--- src/rtl/wisc_pkg.sv ---
// Shared ISA constants and flag types for the WISC pipeline.
// Imported by the flag producer and the PC/branch consumer.
package wisc_pkg;

    localparam logic [3:0] OP_ADD    = 4'h0;
    localparam logic [3:0] OP_SUB    = 4'h1;
    localparam logic [3:0] OP_XOR    = 4'h2;
    localparam logic [3:0] OP_RED    = 4'h3;
    localparam logic [3:0] OP_SLL    = 4'h4;
    localparam logic [3:0] OP_SRA    = 4'h5;
    localparam logic [3:0] OP_ROR    = 4'h6;
    localparam logic [3:0] OP_PADDSB = 4'h7;
    localparam logic [3:0] OP_LW     = 4'h8;
    localparam logic [3:0] OP_SW     = 4'h9;
    localparam logic [3:0] OP_LHB    = 4'hA;
    localparam logic [3:0] OP_LLB    = 4'hB;
    localparam logic [3:0] OP_B      = 4'hC;
    localparam logic [3:0] OP_BR     = 4'hD;
    localparam logic [3:0] OP_PCS    = 4'hE;
    localparam logic [3:0] OP_HLT    = 4'hF;

    localparam int FLAG_Z = 2;
    localparam int FLAG_V = 1;
    localparam int FLAG_N = 0;

    typedef logic [2:0] flags_t;

    function automatic logic op_sets_all(input logic [3:0] op);
        return (op == OP_ADD) || (op == OP_SUB);
    endfunction

    function automatic logic op_sets_z(input logic [3:0] op);
        return (op == OP_XOR) || (op == OP_SLL) ||
               (op == OP_SRA) || (op == OP_ROR);
    endfunction

endpackage

--- src/rtl/flag_next.sv ---
// Next-flag computation shared by the flag register and the ID bypass.
// Flags not defined by the opcode pass through from cur_flags.
module flag_next
    import wisc_pkg::*;
#(
    parameter int DW = 16
) (
    input  logic [3:0]    opcode,
    input  logic [DW-1:0] result,
    input  logic          ovfl,
    input  flags_t        cur_flags,
    output flags_t        next_flags
);

    logic is_arith;
    logic is_zonly;
    logic res_zero;

    assign is_arith = op_sets_all(opcode);
    assign is_zonly = op_sets_z(opcode);
    assign res_zero = (result == '0);

    always_comb begin
        next_flags = cur_flags;
        unique case (1'b1)
            is_arith: begin
                next_flags[FLAG_Z] = res_zero;
                next_flags[FLAG_V] = ovfl;
                next_flags[FLAG_N] = result[DW-1];
            end
            is_zonly: begin
                next_flags[FLAG_Z] = res_zero;
            end
            default: ;
        endcase
    end

endmodule

--- src/rtl/flag_unit.sv ---
// EX-stage {Z,V,N} flag register with ID bypass or hazard request,
// plus the RUN/HALTED tracker that freezes state after HLT commits.
module flag_unit
    import wisc_pkg::*;
#(
    parameter bit BYPASS = 1'b1,
    parameter int DW     = 16
) (
    input  logic          clk,
    input  logic          rst_n,
    input  logic          ex_valid,
    input  logic [3:0]    ex_opcode,
    input  logic [DW-1:0] ex_result,
    input  logic          ex_ovfl,
    input  logic          stall,
    input  logic          flush,
    input  logic          id_is_branch,
    output flags_t        flags,
    output flags_t        flags_id,
    output logic          flag_hazard,
    output logic          halted
);

    localparam logic [0:0] ST_RUN    = 1'b0;
    localparam logic [0:0] ST_HALTED = 1'b1;

    logic [0:0] state;
    flags_t     nxt_flags;
    logic       run;
    logic       commit;
    logic       sets_flags;

    assign run    = (state == ST_RUN);
    assign commit = ex_valid & ~stall & ~flush & run;

    assign sets_flags = ex_valid & ~flush & run &
        (op_sets_all(ex_opcode) | op_sets_z(ex_opcode));

    flag_next #(
        .DW(DW)
    ) u_next (
        .opcode    (ex_opcode),
        .result    (ex_result),
        .ovfl      (ex_ovfl),
        .cur_flags (flags),
        .next_flags(nxt_flags)
    );

    // Non-flag opcodes yield nxt_flags == flags, so commit alone gates the write.
    always_ff @(posedge clk) begin
        if (!rst_n) begin
            flags <= '0;
            state <= ST_RUN;
        end else if (commit) begin
            flags <= nxt_flags;
            if (ex_opcode == OP_HLT) state <= ST_HALTED;
        end
    end

    assign halted = (state == ST_HALTED);

    generate
        if (BYPASS) begin : g_byp
            assign flags_id    = sets_flags ? nxt_flags : flags;
            assign flag_hazard = 1'b0;
        end else begin : g_haz
            assign flags_id    = flags;
            assign flag_hazard = id_is_branch & sets_flags;
        end
    endgenerate

endmodule

--- config.mk ---
export PLATFORM = sky130hd
export DESIGN_NAME = flag_unit
export DESIGN_NICKNAME = d
export VERILOG_FILES = /design/src/rtl/wisc_pkg.sv /design/src/rtl/flag_next.sv /design/src/rtl/flag_unit.sv
export SDC_FILE = /design/constraint.sdc
export NUM_CORES = 1
export LEC_CHECK = 0
export CORE_AREA = 2 2 39 41
export DETAILED_ROUTE_END_ITERATION = 8
export DIE_AREA = 0 0 41 43
export DONT_BUFFER_PORTS = 1
export PLACE_DENSITY = 0.39
export SYNTH_ARGS = -nofsm -noshare
export SYNTH_HDL_FRONTEND = slang
export SYNTH_SLANG_ARGS = --single-unit
--- constraint.sdc ---
create_clock -name clk -period 1.6 [get_ports clk]
set_clock_uncertainty 0.05 [all_clocks]
set_input_delay 0.4 -clock clk [delete_from_list [all_inputs] [get_ports clk]]
set_output_delay 0.4 -clock clk [all_outputs]
set_load 0.01 [all_outputs]
Word level (Yosys, flattened, before mapping)
Cells that the tools add are included.
{ "totals": {"elab_cells": 29, "output_inout_bits": 8, "in_bits": 27, "ff_bits": 4} }
{ "classes": {"n_eq_ne": 6, "mux": 3, "n_bitwise": 10, "reduce_logical": 8} }
{ "ops": {"columns": ["op", "count"], "rows": [
  ["$logic_not 16->1", 1],
  ["$eq 4x3->1 const B", 3],
  ["$and 1x1->1", 6],
  ["$eq 4x1->1 const B", 1],
  ["$eq 4x2->1 const B", 1],
  ["$eq 4x4->1 const B", 1],
  ["$logic_not 4->1", 1],
  ["$logic_or 1x1->1", 4],
  ["$mux 3", 1],
  ["$not 1->1", 3],
  ["$mux 2", 1],
  ["$reduce_and 2->1", 1],
  ["$reduce_or 2->1", 1],
  ["$mux 1", 1],
  ["$or 1x1->1", 1]
]} }

Depth between registers and ports, before layout
Gate-level depths: netlist of the first run.
{ "depth": {"depth_word": 7, "mapped_depth": 3, "mapped_depth_nobuf": 3} }

By module
From an unflattened synthesis of the first run, not the netlist that was laid out.
{ "hier_totals": {"cells_unflattened": 36, "area_unflattened_um2": 322.8} }
{ "by_module_without_submodules": {"columns": ["module", "area_per_inst_um2", "seq_area_each_um2", "n_inst", "cells_per_inst"], "rows": [
  ["flag_unit", 224.0, 80.1, 1, 25],
  ["flag_next", 98.8, 0.0, 1, 11]
]} }

Worst setup path after synthesis of the first run
Ideal clock, no wire load.
{ "synth_timing": {"path_type": "input-to-output", "startpoint": "input port ex_opcode[1]", "endpoint": "output port flags_id[0]", "path_buffers": 0, "required_ns": 1.150, "arrival_ns": 1.080, "setup_slack_ns": 0.070, "stages": 3, "path_cell_list": "nor3_1 nand2_1 mux2_2"} }
{ "synth_via": {"elab_chain_cells": 7, "elab_cells_between_ends": 14, "cone_classes": "eq/ne: 5; mux: 2; bitwise: 2; reduce/logical: 5"} }
{ "synth_rtl": {"columns": ["item", "line_no", "rtl"], "rows": [
  ["start: declaration", "flag_unit.sv:12", "input logic [3:0] ex_opcode,"],
  ["$eq 4x2->1 or $eq 4x3->1 (tied branches)", "wisc_pkg.sv:33", "return (op == OP_XOR) || (op == OP_SLL) ||"],
  ["$logic_or 1x1->1 (2 in series)", "wisc_pkg.sv:33", null],
  ["$logic_or 1x1->1", "wisc_pkg.sv:34", "(op == OP_SRA) || (op == OP_ROR);"],
  ["$or 1x1->1", "flag_unit.sv:37", "(op_sets_all(ex_opcode) | op_sets_z(ex_opcode));"],
  ["$and 1x1->1", "flag_unit.sv:36", "assign sets_flags = ex_valid & ~flush & run &"],
  ["$mux 3 (*)", "flag_unit.sv:64", "assign flags_id = sets_flags ? nxt_flags : flags;"],
  ["end: declaration", "flag_unit.sv:19", "output flags_t flags_id,"]
]} }
Mark *: on every way between the ends. The rest lies on a longest branch, timed or not.

Final worst setup path of the first run
{ "layout_timing": {"startpoint": "register state (netlist: halted)", "endpoint": "output port flags_id[0]"} }
{ "layout_via": {"elab_chain_cells": 4} }
{ "layout_rtl": {"columns": ["item", "line_no", "rtl"], "rows": [
  ["start: declaration", "flag_unit.sv:27", "logic [0:0] state;"],
  ["start signal: assignment", "flag_unit.sv:53", "state <= ST_RUN;"],
  ["start signal: assignment", "flag_unit.sv:56", "if (ex_opcode == OP_HLT) state <= ST_HALTED;"],
  ["$not 1->1", "flag_unit.sv:33", "assign run = (state == ST_RUN);"],
  ["$and 1x1->1 (2 in series)", "flag_unit.sv:36", null],
  ["$mux 3", "flag_unit.sv:64", null]
]} }
No other way between the ends.

==> impl_metrics.yaml, run 1 <==
worst_setup_path:
  r2r-start: "halted"
  cp_max_fo: 2
  rrSetupSlack_ps: 210
  crit_path_start_kind: "register"
  r2r-end: "flags[0]"
  worstSetupStartpoint: "halted"
  cp.required_ps: 1150
  r2r_cells: 4
  end_kind: "output pin"
  path_class: "register to output pin"
  worstPathArrival_ps: 1210
global_route:
  grt.overflow.total: 0
  grt_antenna_before_repair: 0
  track_usage_pct: 10.5
  grt_max_degree: 6
  grt_pass1_vias: 323
  grt_pass1_wl_mm: 1.17
route:
  ant_nets: 0
  vias_per_cell: 5.42
  route.detailed.drc: 0
  num_vias: 298
  finalWirelength_um: 806
  post_drt_wl_per_cell_um: 14.7
  drtIter0Drc: 3
  firstDrtPassIters: 2
cells_and_area:
  multi_input_area_um2: 228
  n_antenna_cell: 0
  fin_cells: 55
  areaGrowthSynthToFinish_pct: 24.4
  layout.area.seq_um2: 81.3
  n_fill_cell: 158
  drive_gt1_share_pct: 33.3
  final_cell_mix: "a21oi_1 (5), nor4_1 (4), clkbuf_4 (3), dfxtp_1 (3)"
  nets: 68
  mostFrequentLayoutCell: "a21oi_1"
floorplanning:
  core_area_um2: 1380
  ios: 35
  std_cell_rows: 14
  dieArea_um2: 1760
  fp.dieW_um: 41
  fp.dieH_um: 43
  start_util_pct: 21.5
placement:
  port_buffers: 0
  dp.cells: 52
  pre_cts_slack_ps: 0.801
  gp_congestion: 0.718
  hpwl_um: 660
sta:
  hold_viol: 0
  finalCritPeriodShare_pct: 104
  drv_slew: 0
  setup_violations: 3
  period_minus_slack_ps: 1660
  timing.fmax_mhz: 602
  layout_setup_ws_ps: -62.0
  rsz0062_at_grt: "yes"
clocking:
  cts.hold.buffers_added: 0
  clk_latency_ps: 230
  cts_root_buf: "clkbuf_4"
  path_clk_slew_ps: 40
  cts_setup_buffers: 0
  cts-htree-levels: 1
  cts_tree: "done"
  clock-sinks: 4
  cts_buffers: 3
  clockBufferDepth: 2
synth:
  seq_area_frac_synth_pct: 26.9
  ys_types: 18
  syn_inst: 35
  ys_ff_latch: 4
  yosys_warnings: 0
  syn_area_um2: 298
  synth_top_area_cell: "dfxtp_1"
  synth_top_area_share_pct: 26.9
  ys_top_cells_by_area: "dfxtp_1 (27%), mux2_2 (11%), a21oi_1 (8.4%), nor4_1 (8.4%), nor4b_4 (8.0%)"
  syn_nets: 62
  synth.avg_cell_area_um2: 8.51
hold_path:
  hp-class: "primary input to register"
  hold_path_end: "flags[1]"
  hold_start: "ex_ovfl"
  hold_depth: 2
status:
  run_status: "finished with violations"
  failed_checks: "negative setup slack"
power:
  p_leak_nw: 0.142
  ir_drop_mv: 0.449
  power_density_nw_per_um2: 680
flow_run:
  maxCapViolations: 0
registers in the layout, indices dropped and copies added, names as in the netlist:
| signal | count |
|---|---|
| halted | 1 |
| flags | 3 |
synth_stat cells:
master / instances
nor3b_1: 1
or3_1: 1
or4b_4: 1
nand3_1: 2
mux2_2: 3
conb_1: 1
a41o_1: 1
nor3_1: 1
nand2_1: 3
o21ai_1: 2
nor4_1: 4
nor4b_4: 1
nor2_1: 1
and4_1: 2
buf_4: 1
a21oi_1: 5
inv_1: 1
dfxtp_1: 4
critical path, stage by stage (launching register included):
cell	delay (ps)
dfxtp_2	320
nor3b_4	220
nand2_2	100
mux2_4	330
layout make-up:
type                       instances  area share (%)
timing repair buffer               2            4.05
inverter                           1            1.01
multi-input combinational         29            61.5
sequential                         4            22.0
clock buffer                       3            6.08
tap                               16            5.41
through the flow:
stage | total power, mW | setup TNS, ps | hold slack (ps) | util (%) | instance area [um^2]
finish | 0.252 | -171 | 262 | 26.8 | 370
CTS | 0.255 | -164 | 256 | 25.9 | 358
detailed placement | 0.125 | 0 | 485 | 23.5 | 325
floorplan | 0.122 | 0 | 460 | - | 298
global route | 0.273 | -331 | 248 | 26.8 | 370
global placement | 0.125 | 0 | 481 | 23.5 | 325
logic make-up after synthesis:
family	count (synthesis)	share of synthesized area [%]
AND/OR/NAND/NOR	17	41.6
AO/OA/AOI/OAI	8	15.1
flip-flops	4	26.9
multiplexers	3	11.3
buffers and inverters	2	3.78
other	1	1.26
where the power goes:
group	internal [mW]	switching, mW	total (mW)	leakage [nW]
sequential	0.101	0.000660	0.102	0.0327
combinational	0.0138	0.0115	0.0253	0.0955
clock	0.0839	0.0410	0.125	0.0138
total	0.199	0.0532	0.252	0.142
per-layer routing:
metal | track usage (%) | vias up | routed length [um]
met3 | 12.0 | 0 | 123
met2 | 14.1 | 18 | 369
li1 | - | 143 | -
met5 | 0 | - | 0
met4 | 4.00 | 0 | 0
met1 | 9.94 | 137 | 313
what timing repair did:
item | in CTS | in global routing
pin swaps | 1 | 0
setup endpoints to repair | 3 | 3
gates resized for setup | 3 | 3
worst max-delay path by stage:
stage	endpoint	slack, ps	cells past startpoint
after floorplan	flags_id[0]	70	3
after global placement	flags_id[0]	10	3
after detailed placement	flags_id[0]	0.8	3
after CTS	flags_id[0]	-60	3
after global routing	flags_id[0]	-120	3
final	flags_id[0]	-60	3
No activity file was read; power rests on OpenSTA's default activity.
==> run 2, diff against run 1 <==
- GPL_TIMING_DRIVEN: default -> 1
- clock period: 1.6 -> 1.8 ns (I/O delays scaled with it)
==> run 2 against run 1 <==
The run now ends clean. Die area stayed put. Register-to-register slack improved by 210 ps. Final cell count is the same. Critical path depth did not move. Global-route usage decreased by 0.20 points. Setup slack improved by 140 ps. Sequential cell count unchanged. Non-clock buffer count is the same.
==> impl_metrics.yaml, run 2 (synthesis gave the netlist of run 1 again) <==
sta:
  drv_slew: 0
  timing.fmax_mhz: 581
  finalSetupTns_ps: 0
  finalCritPeriodShare_pct: 95.6
  period_minus_slack_ps: 1720
  setup_violations: 0
  rsz0062_at_grt: "no"
  fin_hold_ws_ps: 313
  hold_viol: 0
power:
  seq_power_share_pct: 40.7
  p_int_mw: 0.175
  p_leak_nw: 0.133
  p_clk_share_pct: 50.1
  ir_drop_mv: 0.398
  p_comb_share_pct: 9.1
  power_density_nw_per_um2: 627
  power_switching_mw: 0.0464
  swShare_pct: 21.0
placement:
  gp_congestion: 0.718
  hpwl_um: 660
  port_buffers: 0
floorplanning:
  fp.dieH_um: 43
  std_cell_rows: 14
  dieArea_um2: 1760
  start_util_pct: 21.5
  core_area_um2: 1380
  fp.dieW_um: 41
  ios: 35
flow_run:
  maxCapViolations: 0
clocking:
  clk_latency_ps: 230
  cts-htree-levels: 1
  cts_setup_buffers: 0
  cts_root_buf: "clkbuf_4"
  cts_tree: "done"
  clock-sinks: 4
  clockBufferDepth: 2
  cts_buffers: 3
  path_clk_slew_ps: 40
route:
  route.detailed.drc: 0
  firstDrtPassIters: 3
  ant_nets: 0
  drtIter0Drc: 6
  num_vias: 297
  post_drt_wl_per_cell_um: 14.5
  finalWirelength_um: 800
  vias_per_cell: 5.40
cells_and_area:
  final_cell_mix: "a21oi_1 (5), nor4_1 (4), dfxtp_1 (4)"
  drive_gt1_share_pct: 28.2
  largest_reg_flops: 3
  nets: 68
  n_antenna_cell: 0
  mostFrequentLayoutCell: "a21oi_1"
  final_util_pct: 25.5
  top_register: "flags"
  areaGrowthSynthToFinish_pct: 18.5
worst_setup_path:
  worstPathArrival_ps: 1220
  path_class: "register to output pin"
  cp_max_fo: 2
  cp.required_ps: 1300
  crit_path_start_kind: "register"
  end_kind: "output pin"
global_route:
  grt.overflow.total: 0
  busiest_layer: "met2"
  grt_pass1_vias: 321
  grt_util_met1_pct: 9.29
  met3_usage_pct: 12.0
  grt_antenna_before_repair: 0
  grt_pass1_wl_mm: 1.14
  track_usage_pct: 10.3
  grt_use_met2_pct: 14.1
  grt_max_degree: 6
hold_path:
  hp-class: "primary input to register"
status:
  run_status: "completed"
## run 2: power by group through the flow
stage	clock [mW]	combinational (mW)	sequential (mW)
5_1_grt	0.128	0.0227	0.0901
2_1_floorplan	0	0.0171	0.0916
6_report	0.111	0.0202	0.0902
4_1_cts	0.116	0.0202	0.0901
3_3_place_gp	0	0.0193	0.0915
3_5_place_dp	0	0.0197	0.0915
## run 2: layout make-up
type	count	area [um^2]
fillers	159	1030
multi-input cells	29	211
flip-flops and latches	4	80.1
clock buffers	3	22.5
well taps	16	20.0
repair buffers	2	15.0
inverters	1	3.75
## run 2: worst max-delay path, stage by stage, from the launching register on
cell and delay (ps):
dfxtp_1 310, nor3b_2 220, nand2_1 130, mux2_2 330
## run 2: final timing paths
check	from	end	slack, ps	depth (start not counted)
min reg2reg	flags[1]	flags[1]	490	2
max	halted	flags_id[0]	80	3
max reg2reg	halted	flags[0]	420	4
min	ex_ovfl	flags[1]	310	2
## run 2: layer usage
| metal | up-vias | wire length, um |
|---|---|---|
| met4 | 0 | 0 |
| met3 | 0 | 127 |
| met2 | 17 | 356 |
| met5 | - | 0 |
| li1 | 144 | - |
| met1 | 136 | 315 |
## run 2: timing repair
item                                    4_1_cts  5_1_grt
pin swaps                                     0        1
resized for setup                             1        0
hold buffers                                  0        0
endpoints found under the setup margin        2        2
hold endpoints to repair                      0        0
## run 2: metrics by stage
stage | setup slack, ps | cells | total power [mW] | instance area [um^2]
3_5_place_dp | 101 | 52 | 0.111 | 325
4_1_cts | 67.9 | 55 | 0.226 | 353
2_1_floorplan | 170 | 35 | 0.109 | 298
5_1_grt | 5.26 | 55 | 0.241 | 353
6_report | 79.6 | 55 | 0.221 | 353
3_3_place_gp | 113 | 52 | 0.111 | 325
==> run 3, diff against run 2 <==
- SKIP_CTS_REPAIR_TIMING: default -> 1
==> run 3 against run 2 <==
Clock-buffer cell count is the same. Maximum frequency fell by 0.68%. Global-route usage grew 0.10 points. Non-clock buffer count unchanged. Die area is the same. Routed wire length fell by 0.75%. Register-to-register slack is essentially flat. Sequential power is essentially flat. Worst hold slack about the same. First-iteration DRC count unchanged.
==> impl_metrics.yaml, run 3 (synthesis gave the netlist of run 1 again) <==
status:
  run_status: "completed"
placement:
  hpwl_um: 660
  dp.cells: 52
  gp_congestion: 0.718
  placed_area_um2: 325
  port_buffers: 0
  pre_cts_slack_ps: 101
clocking:
  clockBufferDepth: 2
  clock-sinks: 4
  clk_latency_ps: 230
  path_clk_slew_ps: 40
  cts-htree-levels: 1
  cts_tree: "done"
  cts_buffers: 3
  cts_root_buf: "clkbuf_4"
worst_setup_path:
  path_class: "register to output pin"
  worstPathArrival_ps: 1230
  critPathMaxStageDelay_ps: 330
  cpMaxStageDelayCell: "mux2_2"
  cp_max_fo: 2
  crit_path_start_kind: "register"
  path_cells: "nor3b_2 -> nand2_1 -> mux2_2"
  cp_num_buf_inv: 0
  cp.required_ps: 1300
  path_delay_family: "simple AND/OR/NAND/NOR gates"
  end_kind: "output pin"
power:
  p_leak_nw: 0.133
  p_comb_share_pct: 9.1
  p_clk_share_pct: 50.1
  ir_drop_mv: 0.397
  swShare_pct: 20.9
  power_density_nw_per_um2: 626
  p_int_mw: 0.175
  seq_power_share_pct: 40.8
  power_switching_mw: 0.0462
global_route:
  grt_pass1_vias: 321
  met3_usage_pct: 12.0
  grt_antenna_before_repair: 0
  busiest_layer: "met2"
  track_usage_pct: 10.4
  grt_use_met2_pct: 14.1
  grt_util_met1_pct: 9.62
  grt_pass1_wl_mm: 1.15
  grt.overflow.total: 0
  grt_max_degree: 6
cells_and_area:
  n_antenna_cell: 0
  drive_gt1_share_pct: 28.2
  mostFrequentLayoutCell: "a21oi_1"
  final_cell_mix: "a21oi_1 (5), nor4_1 (4), dfxtp_1 (4)"
  top_register: "flags"
  fin_cells: 55
  nets: 68
  final_area_um2: 353
  areaGrowthSynthToFinish_pct: 18.5
  final_util_pct: 25.5
  largest_reg_flops: 3
  n_fill_cell: 159
floorplanning:
  fp.dieW_um: 41
  core_area_um2: 1380
  dieArea_um2: 1760
  ios: 35
  start_util_pct: 21.5
  std_cell_rows: 14
  fp.dieH_um: 43
sta:
  finalCritPeriodShare_pct: 96.2
  setup_violations: 0
  layout_setup_ws_ps: 67.7
  timing.fmax_mhz: 577
  finalSetupTns_ps: 0
  drv_slew: 0
  period_minus_slack_ps: 1730
  hold_viol: 0
hold_path:
  hp-class: "primary input to register"
route:
  firstDrtPassIters: 3
  drtIter0Drc: 6
  num_vias: 297
  ant_nets: 0
  finalWirelength_um: 794
  route.detailed.drc: 0
  post_drt_wl_per_cell_um: 14.4
  vias_per_cell: 5.40
flow_run:
  maxCapViolations: 0
-- run 3: cell counts in the layout (fill, tap and decap cells not counted) --
Identical to the previous run, type by type.
-- run 3: layout make-up --
cell class	instances	area, um^2	area share, %
flip-flops and latches	4	80.1	22.7
inverters	1	3.75	1.06
well taps	16	20.0	5.67
multi-input cells	29	211	59.9
clock buffers	3	22.5	6.38
repair buffers	2	15.0	4.26
-- run 3: power groups by stage --
stage          sequential, mW  clock (mW)  combinational [mW]
2_1_floorplan          0.0916           0              0.0171
3_3_place_gp           0.0915           0              0.0193
3_5_place_dp           0.0915           0              0.0197
4_1_cts                0.0901       0.116              0.0198
5_1_grt                0.0901       0.128              0.0226
6_report               0.0902       0.111              0.0201
-- run 3: metal layers --
layer	vias up	part of all wire, %	wire, um
li1	144	-	-
met1	136	39	310
met2	17	45	356
met3	0	16	127
met4	0	0	0
met5	-	0	0
-- run 3: worst paths after layout --
path | start | end | slack, ps | cells after the start
worst min register to register | flags[1] | flags[1] | 490 | 2
worst max register to register | halted | flags[0] | 430 | 4
worst max-delay path | halted | flags_id[0] | 70 | 3
worst min-delay path | ex_ovfl | flags[1] | 310 | 2
-- run 3: stage by stage --
step           hold WS, ps  total power, mW
5_1_grt                298            0.240
3_3_place_gp           481            0.111
4_1_cts                306            0.226
2_1_floorplan          460            0.109
6_report               313            0.221
3_5_place_dp           485            0.111
-- run 3: worst register-to-register path, stage by stage, from the launching register on --
cell	delay (ps)
dfxtp_1	310
buf_4	160
or4b_4	540
o21ai_1	130
a21oi_1	70
